`config.mk`:
```
export PLATFORM = sky130hd
export DESIGN_NAME = vram_arbiter
export DESIGN_NICKNAME = d
export VERILOG_FILES = /design/src/rtl/vram_arbiter.sv
export SDC_FILE = /design/constraint.sdc
export NUM_CORES = 1
export LEC_CHECK = 0
export ABC_AREA = 1
export BUFFER_PORTS_ARGS = -buffer_cell sky130_fd_sc_hd__buf_2
export CAP_MARGIN = 20
export CORE_MARGIN = 8
export CORE_UTILIZATION = 30
export CTS_CLUSTER_SIZE = 16
export DETAILED_ROUTE_END_ITERATION = 16
export PLACE_DENSITY = 0.52
export SLEW_MARGIN = 20
export SYNTH_ARGS = -nofsm -noshare
export SYNTH_HDL_FRONTEND = slang
export SYNTH_SLANG_ARGS = --single-unit
```
`constraint.sdc`:
```
create_clock -name clk -period 3.35 [get_ports clk]
set_input_delay 0 -clock clk [delete_from_list [all_inputs] [get_ports clk]]
set_output_delay 0 -clock clk [all_outputs]
set_load 0.005 [all_outputs]
```
`src/rtl/vram_arbiter.sv`:
```
// vram_arbiter: arbitrates a CPU and a VGA requester onto a single-port synchronous VRAM
//   Parameter MAX_VGA_BURST (1..15): consecutive VGA grants allowed while the CPU waits.
//   clk/reset       : rising-edge clock, asynchronous active-low reset
//   cpu_*           : CPU request (req, write, addr, data_out) and response (data_in, ready, done)
//   vga_*           : VGA read request (req, addr) and response (data, ready)
//   mem_*           : RAM port (en, we, addr, wdata out; rdata in, 1-cycle read latency)
//   stat_*_grants   : grant counters, present only when VRAM_ARBITER_STATS_EN is defined
module vram_arbiter #(
    parameter int MAX_VGA_BURST = 4
) (
    input  logic        clk,
    input  logic        reset,
    input  logic        cpu_req,
    input  logic        cpu_write,
    input  logic [14:0] cpu_addr,
    input  logic [31:0] cpu_data_out,
    output logic [31:0] cpu_data_in,
    output logic        cpu_ready,
    output logic        cpu_done,
    input  logic        vga_req,
    input  logic [14:0] vga_addr,
    output logic [31:0] vga_data,
    output logic        vga_ready,
    output logic        mem_en,
    output logic        mem_we,
    output logic [14:0] mem_addr,
    output logic [31:0] mem_wdata,
    input  logic [31:0] mem_rdata,
    output logic [15:0] stat_cpu_grants,
    output logic [15:0] stat_vga_grants
);
    typedef enum logic [2:0] {IDLE, C_ISSUE, C_CAPT, C_RESP, V_ISSUE, V_CAPT, V_RESP} state_t;
    localparam logic [3:0] MAX_B = 4'(MAX_VGA_BURST);
    state_t      state_q, state_d;
    logic        cpu_armed_q, cpu_armed_d, vga_armed_q, vga_armed_d;
    logic [3:0]  streak_q, streak_d;
    logic        we_q, done_q;
    logic [14:0] addr_q;
    logic [31:0] wdata_q, cdata_q, vdata_q;
    logic        cpu_pend, vga_pend, cpu_grant, vga_grant;
    always_comb begin
        cpu_pend  = cpu_req & cpu_armed_q;
        vga_pend  = vga_req & vga_armed_q;
        cpu_grant = (state_q == IDLE) & cpu_pend & (!vga_pend | (streak_q == MAX_B));
        vga_grant = (state_q == IDLE) & vga_pend & !cpu_grant;
        state_d   = IDLE;
        case (state_q)
            IDLE:    state_d = cpu_grant ? C_ISSUE : vga_grant ? V_ISSUE : IDLE;
            C_ISSUE: state_d = C_CAPT;
            C_CAPT:  state_d = C_RESP;
            V_ISSUE: state_d = V_CAPT;
            V_CAPT:  state_d = V_RESP;
            default: state_d = IDLE;
        endcase
        // A VGA grant can only happen with the CPU pending while streak < MAX, so the cap holds.
        streak_d    = cpu_grant ? 4'd0 : vga_grant ? (cpu_pend ? streak_q + 4'd1 : 4'd0) : streak_q;
        cpu_armed_d = !cpu_req | (cpu_armed_q & !cpu_grant);
        vga_armed_d = !vga_req | (vga_armed_q & !vga_grant);
    end
    always_ff @(posedge clk or negedge reset) begin
        if (!reset) begin
            state_q     <= IDLE;
            cpu_armed_q <= 1'b1;
            vga_armed_q <= 1'b1;
            streak_q    <= 4'd0;
            we_q        <= 1'b0;
            done_q      <= 1'b0;
            addr_q      <= 15'd0;
            wdata_q     <= 32'd0;
            cdata_q     <= 32'd0;
            vdata_q     <= 32'd0;
        end else begin
            state_q     <= state_d;
            cpu_armed_q <= cpu_armed_d;
            vga_armed_q <= vga_armed_d;
            streak_q    <= streak_d;
            done_q      <= state_q == C_RESP;
            if (cpu_grant) begin
                addr_q  <= cpu_addr;
                we_q    <= cpu_write;
                wdata_q <= cpu_data_out;
            end else if (vga_grant) begin
                addr_q  <= vga_addr;
                we_q    <= 1'b0;
            end
            if (state_q == C_CAPT && !we_q) cdata_q <= mem_rdata;
            if (state_q == V_CAPT) vdata_q <= mem_rdata;
        end
    end
    assign mem_en      = (state_q == C_ISSUE) | (state_q == V_ISSUE);
    assign mem_we      = (state_q == C_ISSUE) & we_q;
    assign mem_addr    = addr_q;
    assign mem_wdata   = wdata_q;
    assign cpu_data_in = cdata_q;
    assign vga_data    = vdata_q;
    assign cpu_ready   = state_q == C_RESP;
    assign vga_ready   = state_q == V_RESP;
    assign cpu_done    = done_q;
`ifdef VRAM_ARBITER_STATS_EN
    logic [15:0] cpu_cnt_q, vga_cnt_q;
    always_ff @(posedge clk or negedge reset) begin
        if (!reset) begin
            cpu_cnt_q <= 16'd0;
            vga_cnt_q <= 16'd0;
        end else begin
            if (cpu_grant) cpu_cnt_q <= cpu_cnt_q + 16'd1;
            if (vga_grant) vga_cnt_q <= vga_cnt_q + 16'd1;
        end
    end
    assign stat_cpu_grants = cpu_cnt_q;
    assign stat_vga_grants = vga_cnt_q;
`else
    assign stat_cpu_grants = 16'd0;
    assign stat_vga_grants = 16'd0;
`endif
endmodule

```
# Word-level counts from Yosys, hierarchy flattened
# Index checks and enable logic that the tools add are counted.
# op_classes
addsub,1
n_eq_ne,7
mux,10
n_bitwise,13
n_reduce_logical,9
# op_table
op,count
$mux 15,2
$pmux 3 s5,1
$mux 4,3
$and 1x1->1,9
$eq 3x3->1 const B,3
$eq 3x2->1 const B,2
$logic_not 1->1,6
$mux 3,2
$add 4x1->4 const B,1
$eq 4x3->1 const B,1
$or 1x1->1,4
$eq 3x1->1 const B,1
$logic_not 3->1,1
$mux 1,2
$reduce_bool 2->1,1
$logic_and 1x1->1,1
# totals
reg_bits,122
inputBits,99
out_inout_bits,148
elab_cells,50

# Logic depth before layout (Yosys ltp)
# Gate-level depths: netlist of the first run.
# depth
word_depth,9
mapped_depth,9
mapped_depth_nobuf,8

# Worst setup path before layout of the first run
# Ideal clock, no wire load.
# synth_timing
path_type,register -> register
startpoint,register streak_q[0]
endpoint,register wdata_q[0] (netlist: mem_wdata[0])
setup_ps,116
t_arrival_ps,1285
slack_ps,1949
stages_incl_launch_ff,10
path_buffers,1
cell_sequence,dfrtp_1 > inv_1 > ha_1 > nand3_1 > nand2_1 > nand2_4 > clkinv_4 > buf_6 > nand2_1 > nand2_1
# synth_between
elab_chain_cells,3
# synth_lines
item,line,rtl
start: declaration,36,"logic [3:0] streak_q, streak_d;"
start signal: assignment,76,streak_q <= streak_d;
$eq 4x3->1,44,cpu_grant = (state_q == IDLE) & cpu_pend & (!vga_pend | (streak_q == MAX_B));
$or 1x1->1,44,
$and 1x1->1,44,
end signal: assignment,81,wdata_q <= cpu_data_out;
end: declaration,39,"logic [31:0] wdata_q, cdata_q, vdata_q;"
# No other way between the ends.
# A chain may end at the register's enable or synchronous reset.

# Worst setup path in the final report of the first run
# layout_timing
startpoint,register streak_q[0]
endpoint,register addr_q[8] (netlist: mem_addr[8])
# layout_between
elab_chain_cells,6
word_cells_on_any_way,7
cone_classes,eq/ne (1); mux (1); bitwise (3); reduce/logical (2)
# layout_lines
item,line,rtl
$eq 4x3->1 *,44,
$or 1x1->1 *,44,
$and 1x1->1 *,44,
$logic_not 1->1,45,vga_grant = (state_q == IDLE) & vga_pend & !cpu_grant;
$and 1x1->1,45,
$reduce_bool 2->1 (no line),--,
end signal: assignment,79,addr_q <= cpu_addr;
end signal: assignment,83,addr_q <= vga_addr;
end: declaration,38,logic [14:0] addr_q;
# Mark *: on every way between the ends. The rest lies on a longest branch, timed or not.

==> summary.md, run 1 <==
| Metric | Value |
|---|---|
| Cell type contributing the most total cell area after synthesis | `dfrtp_1` |
| Post-route non-filler standard cell count | `1136` |
| Worst Path Arrival | `3.10 ns` |
| Layout cell share with drive strength beyond 1 | `0.290` |
| Count of max-cap constraint violations | `0` |
| Number of port buffers | `214` |
| Number of buffers created by CTS | `17` |
| Tcrit/Tclk final | `0.821` |
| Chip width | `148 um` |
| DR vias | `4763` |
| Post-DR vias/cell | `4.19` |
| RSZ-0062 raised after global routing | `no` |
| Clock Latency Late Sink | `0.41 ns` |
| Cell leakage power | `4.42 nW` |
| Combinational fraction of design power | `0.352` |
| Post-Route Skew | `0.00580 ns` |
| Maximum cell stage delay along the critical path | `0.55 ns` |
| DRC violation count after routing | `0` |
| Switching part of the total power | `0.343` |
| Total chip power | `0.00680 W` |
| Site row count | `48` |
| Via count of the first global-routing pass | `5095` |
| Final global-route overflow total | `0` |
| Global placer's final weighted congestion | `0.758` |
| Net Switching | `0.00233 W` |
| Proportion of synthesized chip area in sequential cells | `0.585` |
| Initial Util | `0.304` |
| Area share of the largest cell type after synthesis | `0.575` |
| Areal power density over the cells | `857 nW/um2` |
| Async SR Flop Fraction | `1.00` |
| DRC violation total after the first TritonRoute iteration | `222` |
| EDFF count, synth | `0` |
| Result of the run | `finished clean` |
| Worst setup timing slack at the placement stage | `1.18 ns` |
| Tightest Pin Transition | `0.833 ns` |
| Endpoint kind of the worst setup timing path | `flop` |
| CP Data Required Time | `3.70 ns` |
| Number of distinct library cell variants in the gate-level netlist after synthesis | `25` |
| GRT Util Overall | `0.150` |
| Area of the mapped netlist | `5220 um2` |
| Worst setup path class | `flop to flop` |
| Total Neg Setup Slack | `0 ns` |
| Count of buffering cells on the critical path with inverters included | `3` |
| Total detailed-routing wirelength | `15900 um` |
| Final HPWL from detailed placement | `10700 um` |
| Part of the total power dissipated in the clock network | `0.274` |
| Clock Pin Slew Worst Setup and Hold Paths | `0.05 ns` |
| Final layout net count | `1000` |
| First-pass iteration count of the detailed router | `5` |
| Yosys warns | `0` |
| Count of antenna diodes in the layout | `0` |
| Cell family with most CP delay | `simple AND/OR/NAND/NOR gates` |
| CTS Buffer Depth | `2` |
| Dominant cells by area after synthesis | `dfrtp_1 (58%), nand2_1 (15%), o21ai_0 (5.8%)` |
| Clock net sink count | `122` |
| Worst-case setup margin in the final layout | `0.601 ns` |
| CP Max Fanout | `30` |
| Area growth from synthesis to layout | `52.1%` |
| Chain of cells forming the critical path | `inv_1 > ha_1 > nand3_1 > nand2_1 > nand2_4 > buf_4 > nand3_1 > nand2_1 > dlygate4sd3_1` |
| Maximum level of the CTS H-tree | `4` |
| Full die area | `21900 um2` |
| Post-synth top flop | `dfrtp_1` |
| Count of final hold-check violations | `0` |
| Average routed wire per standard cell | `14.0 um` |
| Internal power | `0.00447 W` |
| Top-Level Pins | `247` |
| Count of nets left with antenna violations after detail routing | `0` |
| Type of origin of the critical path | `flop` |
| Die Y | `148 um` |
| Proportion of power drawn by flip-flops and latches | `0.374` |
| TritonCTS clock tree | `built` |
| Total of endpoints with negative setup slack in the final report | `0` |
| Cells after synthesis | `590` |
| Clock root buffer | `clkbuf_16` |
| Global-route wire length before repair | `26500 um` |
| Maximum number of pins on one net before global-route repair | `67` |
| Peak VDD IR | `0.410 mV` |
| Average size of a mapped cell | `8.85 um2` |
| Number of antenna violations at the first check in global routing | `0` |
| Final slew viol count | `0` |
| Min cycle time layout | `2.75 ns` |
| Worst slew margin | `0.444` |
| Most used standard cell by instance count after synthesis | `nand2_1` |
| Maximum frequency from static timing analysis | `364 MHz` |
| Top cells by instance count after synthesis | `nand2_1 (207), dfrtp_1 (120), o21ai_0 (61)` |
| Cell with the largest stage delay on the worst path | `dlygate4sd3_1` |
| Class of the tightest hold or removal check | `input pin to async pin` |
| Flip-flop and latch count after synthesis | `122` |
| Placed cell count | `1007` |
| Core region area | `17200 um2` |
## worst register-to-register path, stage by stage (launching register included)
cell and delay (ns):
dfrtp_1 0.40, inv_1 0.08, ha_1 0.19, nand3_1 0.07
nand2_1 0.34, nand2_4 0.42, buf_4 0.39, nand3_1 0.15
nand2_1 0.09, dlygate4sd3_1 0.55
## sequential cells by signal (all words and copies together), names as in the netlist, 3 cells and up
register / cells
cpu_data_in: 32
mem_addr: 15
streak_q: 4
mem_wdata: 32
state_q: 3
vga_data: 32
## power groups by stage
stage / Combinational (W) / Clock [W] / Sequential [W]
finish: 0.00240 / 0.00186 / 0.00254
global route: 0.00280 / 0.00199 / 0.00263
CTS: 0.00244 / 0.00192 / 0.00254
detailed placement: 0.00221 / 0 / 0.00255
global placement: 0.00218 / 0 / 0.00256
floorplan: 0.00112 / 0 / 0.00259
## path summary, 6_finish.rpt
check,to,start,slack [ns],cells past startpoint
worst min register to register,cpu_armed_q,cpu_armed_q,0.46,2
max in group asynchronous,cpu_armed_q,reset,2.33,3
min in group clk,cpu_armed_q,cpu_req,0.29,3
worst min-delay path,mem_wdata[10],reset,0.18,2
worst max-delay path,mem_addr[8],streak_q[0],0.60,9
worst max register to register,mem_addr[8],streak_q[0],0.60,9
## cell type report
cell class              count  area (um2)
fillers                  1690        9230
flip-flops and latches    122        3060
repair buffers            316        2100
multi-input cells         383        1680
clock buffers              19         453
well taps                 225         282
inverters                  59         226
clock inverters            12         149
## through the flow
step | hold slack (ns) | cell area, um2 | utilization
after floorplan | -0.296 | 5340 | -
after global placement | 0.110 | 6360 | 0.370
after detailed placement | 0.110 | 6360 | 0.370
after CTS | 0.205 | 7940 | 0.462
after global routing | 0.248 | 7940 | 0.462
final | 0.176 | 7940 | 0.462
## metal layers
| metal | GRT usage | up-vias | share of wire |
|---|---|---|---|
| met1 | 0.186 | 2137 | 0.43 |
| met2 | 0.224 | 209 | 0.45 |
| met5 | 0 | - | 0 |
| li1 | - | 2404 | - |
| met4 | 0.0413 | 0 | 0.0093 |
| met3 | 0.0798 | 13 | 0.12 |
## placed cells by master (no fill, tap or decap), types with 4 or more instances in the layout
| master | instances |
|---|---|
| dlygate4sd3_1 | 98 |
| buf_2 | 213 |
| nor2_1 | 5 |
| o21ai_1 | 8 |
| clkinv_2 | 5 |
| nand2_1 | 207 |
| clkbuf_16 | 17 |
| nand3_1 | 55 |
| conb_1 | 32 |
| dfrtp_1 | 120 |
| o21ai_0 | 61 |
| clkinv_4 | 4 |
| inv_1 | 55 |
| buf_4 | 4 |
## logic make-up (layout without fill, tap and decap cells)
kind of cell               after synthesis  in the layout  synth area share
and+or+nand+nor                        279            279             0.226
adders and majority gates                2              2           0.00479
xor gates and xnor gates                 1              1           0.00168
AOI/OAI and AO/OA                       69             69            0.0661
other                                    1             32          0.000718
buffers and inverters                  116            406             0.115
DFF                                    122            122             0.585
## timing repair
action	4_1_cts	5_1_grt
hold endpoints to repair	170	0
buffers inserted	0	0
resized for setup	0	0
hold buffers	98	0
Note: power is estimated with default switching activity, not from simulation.
==> run 2: changes to the inputs <==
- clock period: 3.35 -> 2.75 ns (I/O delays scaled with it)
==> run 2 against run 1 <==
Compared with the run above: clock-buffer cell count is 3 higher; global-route usage is 0.24 points higher; critical path type unchanged; highest routed layer unchanged; largest power group unchanged; critical path depth is 2 lower; critical endpoint is now mem_addr[9]; setup slack worse by 0.28 ns.
==> summary.md, run 2 (same netlist as run 1, synthesis figures left out) <==
| Metric | Value |
|---|---|
| Clock net sink count | `122 (unchanged)` |
| Final instance area | `7870 um2 (-0.88%)` |
| Maximum frequency from static timing analysis | `412 MHz (+13%)` |
| Type of origin of the critical path | `flop` |
| Full die area | `21900 um2 (unchanged)` |
| RSZ-0062 raised after global routing | `no` |
| Cell family with most CP delay | `simple AND/OR/NAND/NOR gates` |
| Total of endpoints with negative setup slack in the final report | `0 (unchanged)` |
| Number of buffers created by CTS | `17 (unchanged)` |
| Global-route wire length before repair | `26800 um (+1.2%)` |
| Met3 wirelength from detailed routing | `1790 um (-2.1%)` |
| Final layout net count | `1002 (+0.20%)` |
| CP Max Fanout | `36 (+20%)` |
| Count of nets left with antenna violations after detail routing | `0 (unchanged)` |
| CTS Buffer Depth | `2 (unchanged)` |
| Setup Buffers After CTS | `0 (unchanged)` |
| Highest signal layer in the routed design | `met4` |
| Area post-placement | `6390 um2 (+0.43%)` |
| Average routed wire per standard cell | `14.4 um (+2.7%)` |
| Tcrit/Tclk final | `0.882 (+0.0614)` |
| Clock root buffer | `clkbuf_16` |
| Areal power density over the cells | `1020 nW/um2 (+19%)` |
| Core region area | `17200 um2 (unchanged)` |
| Result of the run | `finished clean` |
| Post-Route Skew | `0.0108 ns (+0.00505 ns)` |
| Count of max-cap constraint violations | `0 (unchanged)` |
| Endpoint kind of the worst setup timing path | `flop` |
| Final global-route overflow total | `0 (unchanged)` |
| Worst setup path class | `flop to flop` |
| Cell leakage power | `4.38 nW (-1.0%)` |
| Count of buffering cells on the critical path with inverters included | `2 (-1)` |
| Number of port buffers | `214 (unchanged)` |
| Maximum level of the CTS H-tree | `4 (unchanged)` |
| Clock Latency Late Sink | `0.41 ns (about the same)` |
| Routed length on met1 | `6810 um (-0.32%)` |
| Maximum cell stage delay along the critical path | `0.55 ns (about the same)` |
| Site row count | `48 (unchanged)` |
| Worst Path Arrival | `2.72 ns (-0.38 ns)` |
| DRC violation count after routing | `0 (unchanged)` |
| Number of antenna violations at the first check in global routing | `0 (unchanged)` |
| Met2 WL | `7390 um (+4.2%)` |
| Die Y | `148 um (unchanged)` |
| Most common library cell in the layout ignoring fill and taps | `buf_2` |
| Global placer's final weighted congestion | `0.768 (+1.2%)` |
| Total Neg Setup Slack | `0 ns (unchanged)` |
| Top-Level Pins | `247 (unchanged)` |
| Clock Pin Slew Worst Setup and Hold Paths | `0.06 ns (about the same)` |
| Count of antenna diodes in the layout | `0 (unchanged)` |
| Tightest Pin Transition | `0.788 ns (-0.0448 ns)` |
| Fillcell total | `1677 (-0.77%)` |
| Peak VDD IR | `0.423 mV (+3.1%)` |
| Final slew viol count | `0 (unchanged)` |
| Cell with the largest stage delay on the worst path | `dlygate4sd3_1` |
| Worst slew margin | `0.474 (+0.0305)` |
| DRC violation total after the first TritonRoute iteration | `188 (-15%)` |
| Most Frequent Cell on Critical Path | `nand2_1` |
| Chip width | `148 um (unchanged)` |
| Area growth from synthesis to layout | `50.8%` |
| Maximum number of pins on one net before global-route repair | `65 (-3.0%)` |
| Via count of the first global-routing pass | `5214 (+2.3%)` |
| Min cycle time layout | `2.43 ns (-0.324 ns)` |
| Class of the tightest hold or removal check | `input pin to async pin` |
| Post-DR vias/cell | `4.18 (-0.19%)` |
| DR vias | `4758 (-0.10%)` |
| GRT Util Overall | `0.153 (+0.00237)` |
| TritonCTS clock tree | `built` |
| Count of final hold-check violations | `0 (unchanged)` |
| CP Data Required Time | `3.04 ns (-0.66 ns)` |
| Initial Util | `0.304 (unchanged)` |
| Layout cell share with drive strength beyond 1 | `0.286 (-0.00361)` |
| Commonest non-fill, non-tap cells in the layout | `buf_2 (213), nand2_1 (207), dfrtp_1 (120)` |
| Chain of cells forming the critical path | `nand2_1 > nor2_4 > nand2_4 > buf_12 > nand3_1 > nand2_1 > dlygate4sd3_1` |
| Final HPWL from detailed placement | `10900 um (+1.4%)` |
| First-pass iteration count of the detailed router | `4 (-1)` |
| Total detailed-routing wirelength | `16300 um (+2.8%)` |
-- run 2: through the flow --
stage                     instances   util  hold slack [ns]  worst slack [ns]  power, W
final                          1137  0.458            0.207             0.324   0.00800
after global routing           1137  0.458            0.277             0.163   0.00872
after CTS                      1137  0.458            0.221             0.305   0.00811
after detailed placement       1009  0.372            0.123             0.846   0.00584
after global placement         1009  0.372            0.133             0.820   0.00581
after floorplan                 621      -           -0.296              1.35   0.00452
-- run 2: report_power, final --
group | switching [W] | total (W) | internal, W | leakage, nW
clock | 0.000777 | 0.00193 | 0.00116 | 0.238
sequential | 0.000465 | 0.00310 | 0.00263 | 1.52
combinational | 0.00160 | 0.00297 | 0.00137 | 2.62
total | 0.00284 | 0.00800 | 0.00516 | 4.38
-- run 2: timing repair --
item | in CTS | in global routing
resized for setup | 0 | 0
hold endpoints to repair | 170 | 0
hold buffers | 98 | 0
-- run 2: path summary, 6_finish.rpt --
path,from,endpoint,slack (ns),cells past startpoint
worst max-delay path,cpu_armed_q,mem_addr[9],0.32,7
worst min-delay path,reset,mem_wdata[10],0.21,2
worst max register to register,cpu_armed_q,mem_addr[9],0.32,7
worst min register to register,cpu_armed_q,cpu_armed_q,0.46,2
max in group asynchronous,reset,cpu_data_in[14],1.72,3
min in group clk,cpu_req,cpu_armed_q,0.29,3
-- run 2: final cells by class --
| class | instances | area, um2 | area share |
|---|---|---|---|
| timing repair buffer | 318 | 2120 | 0.270 |
| inverter | 59 | 226 | 0.0288 |
| sequential | 122 | 3060 | 0.388 |
| multi-input combinational | 383 | 1680 | 0.213 |
| tap | 225 | 282 | 0.0358 |
| clock inverter | 8 | 50.0 | 0.00636 |
| clock buffer | 22 | 454 | 0.0577 |
-- run 2: metal layers --
layer | global-route usage | up-vias
met2 | 0.238 | 207
met1 | 0.179 | 2130
li1 | - | 2393
met4 | 0.0602 | 0
met3 | 0.0728 | 28
met5 | 0 | -
-- run 2: worst register-to-register path, cell delays in order (launching register included) --
cell and delay [ns]:
dfstp_2 0.52, nand2_1 0.16, nor2_4 0.41, nand2_4 0.26, buf_12 0.25, nand3_1 0.10
nand2_1 0.06, dlygate4sd3_1 0.55
==> run 3: changes to the inputs <==
- ABC_AREA: 1 -> not set
==> run 3 against run 2 <==
Compared with the run above: combinational power is 1% higher; fmax rose by 5.3%; core utilization grew 0.64 points; setup slack gained 0.12 ns; critical path depth decreased by 2; flip-flop and latch count is the same; hold slack lost 0.081 ns; clock skew is 0.0058 ns lower; first-iteration DRC count is 26% higher; largest cell class unchanged.
==> summary.md, run 3 <==
| Metric | Value |
|---|---|
| RSZ-0062 raised after global routing | `no` |
| Clock Latency Late Sink | `0.40 ns (about the same)` |
| Endpoint kind of the worst setup timing path | `flop` |
| Most used standard cell by instance count after synthesis | `dfrtp_1` |
| Maximum number of pins on one net before global-route repair | `60 (-7.7%)` |
| Post-synth top flop | `dfrtp_1` |
| Count of nets left with antenna violations after detail routing | `0 (unchanged)` |
| Areal power density over the cells | `1050 nW/um2 (+3.8%)` |
| Worst setup path startpoint | `state_q[1]` |
| Cell type contributing the most total cell area after synthesis | `dfrtp_1` |
| Maximum frequency from static timing analysis | `434 MHz (+5.3%)` |
| Global-route wire length before repair | `23000 um (-14%)` |
| Number of antenna violations at the first check in global routing | `0 (unchanged)` |
| Post-Route Skew | `0.00508 ns (-0.00577 ns)` |
| DRC violation total after the first TritonRoute iteration | `237 (+26%)` |
| Count of antenna diodes in the layout | `0 (unchanged)` |
| Clock Pin Slew Worst Setup and Hold Paths | `0.05 ns (about the same)` |
| Number of buffers created by CTS | `17 (unchanged)` |
| Met2 WL | `7520 um (+1.8%)` |
| Maximum level of the CTS H-tree | `4 (unchanged)` |
| Number of distinct library cell variants in the gate-level netlist after synthesis | `44 (+76%)` |
| Count of max-cap constraint violations | `0 (unchanged)` |
| DRC violation count after routing | `0 (unchanged)` |
| Top-Level Pins | `247 (unchanged)` |
| EDFF count, synth | `0 (unchanged)` |
| Top cells by instance count after synthesis | `dfrtp_1 (120), mux2_1 (62), inv_1 (50)` |
| Final layout net count | `802 (-20%)` |
| Area of the mapped netlist | `5190 um2 (-0.58%)` |
| Dominant cells by area after synthesis | `dfrtp_1 (58%), mux2_1 (13%), mux2_2 (7.4%)` |
| Average routed wire per standard cell | `15.4 um (+6.8%)` |
| Tcrit/Tclk final | `0.838 (-0.0446)` |
| Met3 wirelength from detailed routing | `1130 um (-37%)` |
| Area growth from synthesis to layout | `53.2%` |
| First-pass iteration count of the detailed router | `7 (+3)` |
| Die Y | `148 um (-0.26%)` |
| Site row count | `48 (unchanged)` |
| Cells after synthesis | `381 (-35%)` |
| CTS Buffer Depth | `2 (unchanged)` |
| Area share of the largest cell type after synthesis | `0.578 (+0.00333)` |
| Most common library cell in the layout ignoring fill and taps | `buf_2` |
| DR vias | `4064 (-15%)` |
| Post-DR vias/cell | `4.33 (+3.4%)` |
| Async SR Flop Fraction | `1.00 (unchanged)` |
| Worst Path Arrival | `2.58 ns (-0.14 ns)` |
| Capture point of the worst reg-to-reg path | `mem_addr[11]` |
| Commonest non-fill, non-tap cells in the layout | `buf_2 (213), dfrtp_1 (120), dlygate4sd3_1 (98)` |
| Layout cell share with drive strength beyond 1 | `0.405 (+0.119)` |
| Final HPWL from detailed placement | `10100 um (-7.1%)` |
| Total detailed-routing wirelength | `14400 um (-12%)` |
| Full die area | `21800 um2 (-0.51%)` |
| # resized after CTS | `0 (unchanged)` |
| CP Capture Point | `mem_addr[11]` |
| Via count of the first global-routing pass | `4532 (-13%)` |
| Chip width | `148 um (-0.26%)` |
| Min cycle time layout | `2.30 ns (-0.123 ns)` |
| Worst R2R Path Depth | `5 (-2)` |
| Average size of a mapped cell | `13.6 um2 (+54%)` |
| Global placer's final weighted congestion | `0.730 (-4.9%)` |
| Total Neg Setup Slack | `0 ns (unchanged)` |
| Flip-flop and latch count after synthesis | `122 (unchanged)` |
| Critical register-to-register path startpoint | `state_q[1]` |
| Clock root buffer | `clkbuf_16` |
| Yosys warns | `0 (unchanged)` |
| Cell leakage power | `3.95 nW (-9.8%)` |
| Final core area utilization | `0.465 (+0.00636)` |
| Number of port buffers | `214 (unchanged)` |
| Final global-route overflow total | `0 (unchanged)` |
| Core region area | `17100 um2 (-0.35%)` |
| Proportion of synthesized chip area in sequential cells | `0.589 (+0.00339)` |
| Fillcell total | `1561 (-6.9%)` |
| Type of origin of the critical path | `flop` |
| CP Max Fanout | `15 (-58%)` |
| TritonCTS clock tree | `built` |
| Initial Util | `0.303 (-0.000688)` |
| Final slew viol count | `0 (unchanged)` |
| Class of the tightest hold or removal check | `input pin to async pin` |
| Worst slew margin | `0.424 (-0.0501)` |
| Worst setup path class | `flop to flop` |
| Highest signal layer in the routed design | `met4` |
| Routed length on met1 | `5480 um (-20%)` |
| Clock net sink count | `122 (unchanged)` |
| Peak VDD IR | `0.484 mV (+14%)` |
| Register-to-register setup slack | `0.45 ns (+0.12 ns)` |
| GRT Util Overall | `0.132 (-0.0211)` |
| Total of endpoints with negative setup slack in the final report | `0 (unchanged)` |
| CP Data Required Time | `3.03 ns (about the same)` |
| Count of final hold-check violations | `0 (unchanged)` |
| Result of the run | `finished clean` |
| Tightest Pin Transition | `0.863 ns (+0.0750 ns)` |
==> run 3: changes by cell type after synthesis, moves of 4 or more <==
cell and change:
a21oi_1 +4, a222oi_1 +15, clkbuf_1 -9, inv_1 -5, mux2_1 +62, mux2_2 +34
nand2_1 -205, nand3_1 -54, nor2_1 -4, o21ai_0 -56, o21ai_1 -7
==> run 3: layer usage <==
metal / GRT usage / up-vias
li1: - / 1890
met1: 0.136 / 1999
met2: 0.234 / 154
met3: 0.0507 / 21
met4: 0.0546 / 0
met5: 0 / -
==> run 3: critical path, stage by stage (launching register included) <==
cell and delay [ns]:
dfrtp_1 0.49, or3_1 0.54, a211oi_2 0.19, buf_4 0.25, a222oi_1 0.10, dlygate4sd3_1 0.62
==> run 3: final cells by class <==
cell class,count,area [um2],area share
sequential,122,3060,0.384
timing repair buffer,318,2120,0.267
multi-input combinational,190,1710,0.215
clock buffer,30,524,0.0659
tap,225,282,0.0354
inverter,52,195,0.0245
clock inverter,2,60.1,0.00755
==> run 3: logic make-up after synthesis <==
family	share of synthesized area
flip-flops	0.589
multiplexers	0.208
adder cells (fa/ha/maj)	0.00482
AND/OR/NAND/NOR	0.0280
other	0.000722
AO/OA/AOI/OAI	0.0629
XOR/XNOR	0.00169
buffers and inverters	0.105
==> run 3: where the power goes <==
part | internal, W | total (W) | switching [W]
registers | 0.00270 | 0.00319 | 0.000484
logic | 0.00170 | 0.00301 | 0.00131
clock network | 0.00146 | 0.00219 | 0.000730
total | 0.00586 | 0.00839 | 0.00253
==> run 3: timing repair <==
item	CTS	global route
setup endpoints to repair	0	15
endpoints found under the hold margin	151	0
buffers inserted	0	1
hold buffers	98	0
==> run 3: worst min path at each step <==
stage	startpoint	end	slack [ns]	cells past startpoint
floorplan	reset	cpu_data_in[0]	-0.30	0
global placement	reset	mem_wdata[23]	0.006	1
detailed placement	reset	mem_wdata[26]	0.01	1
CTS	reset	mem_wdata[26]	0.12	2
global route	reset	mem_wdata[26]	0.15	2
finish	reset	mem_wdata[26]	0.13	2
==> run 3: per-stage QoR <==
step | setup WS, ns | area [um2] | power [W] | std cells | hold slack [ns]
2_1_floorplan | 0.989 | 5310 | 0.00465 | 412 | -0.296
6_report | 0.447 | 7950 | 0.00839 | 939 | 0.126
3_5_place_dp | 0.523 | 6370 | 0.00597 | 808 | 0.0101
4_1_cts | 0.0330 | 7930 | 0.00851 | 938 | 0.119
3_3_place_gp | 0.667 | 6370 | 0.00587 | 808 | 0.00630
5_1_grt | 0.331 | 7950 | 0.00898 | 939 | 0.155
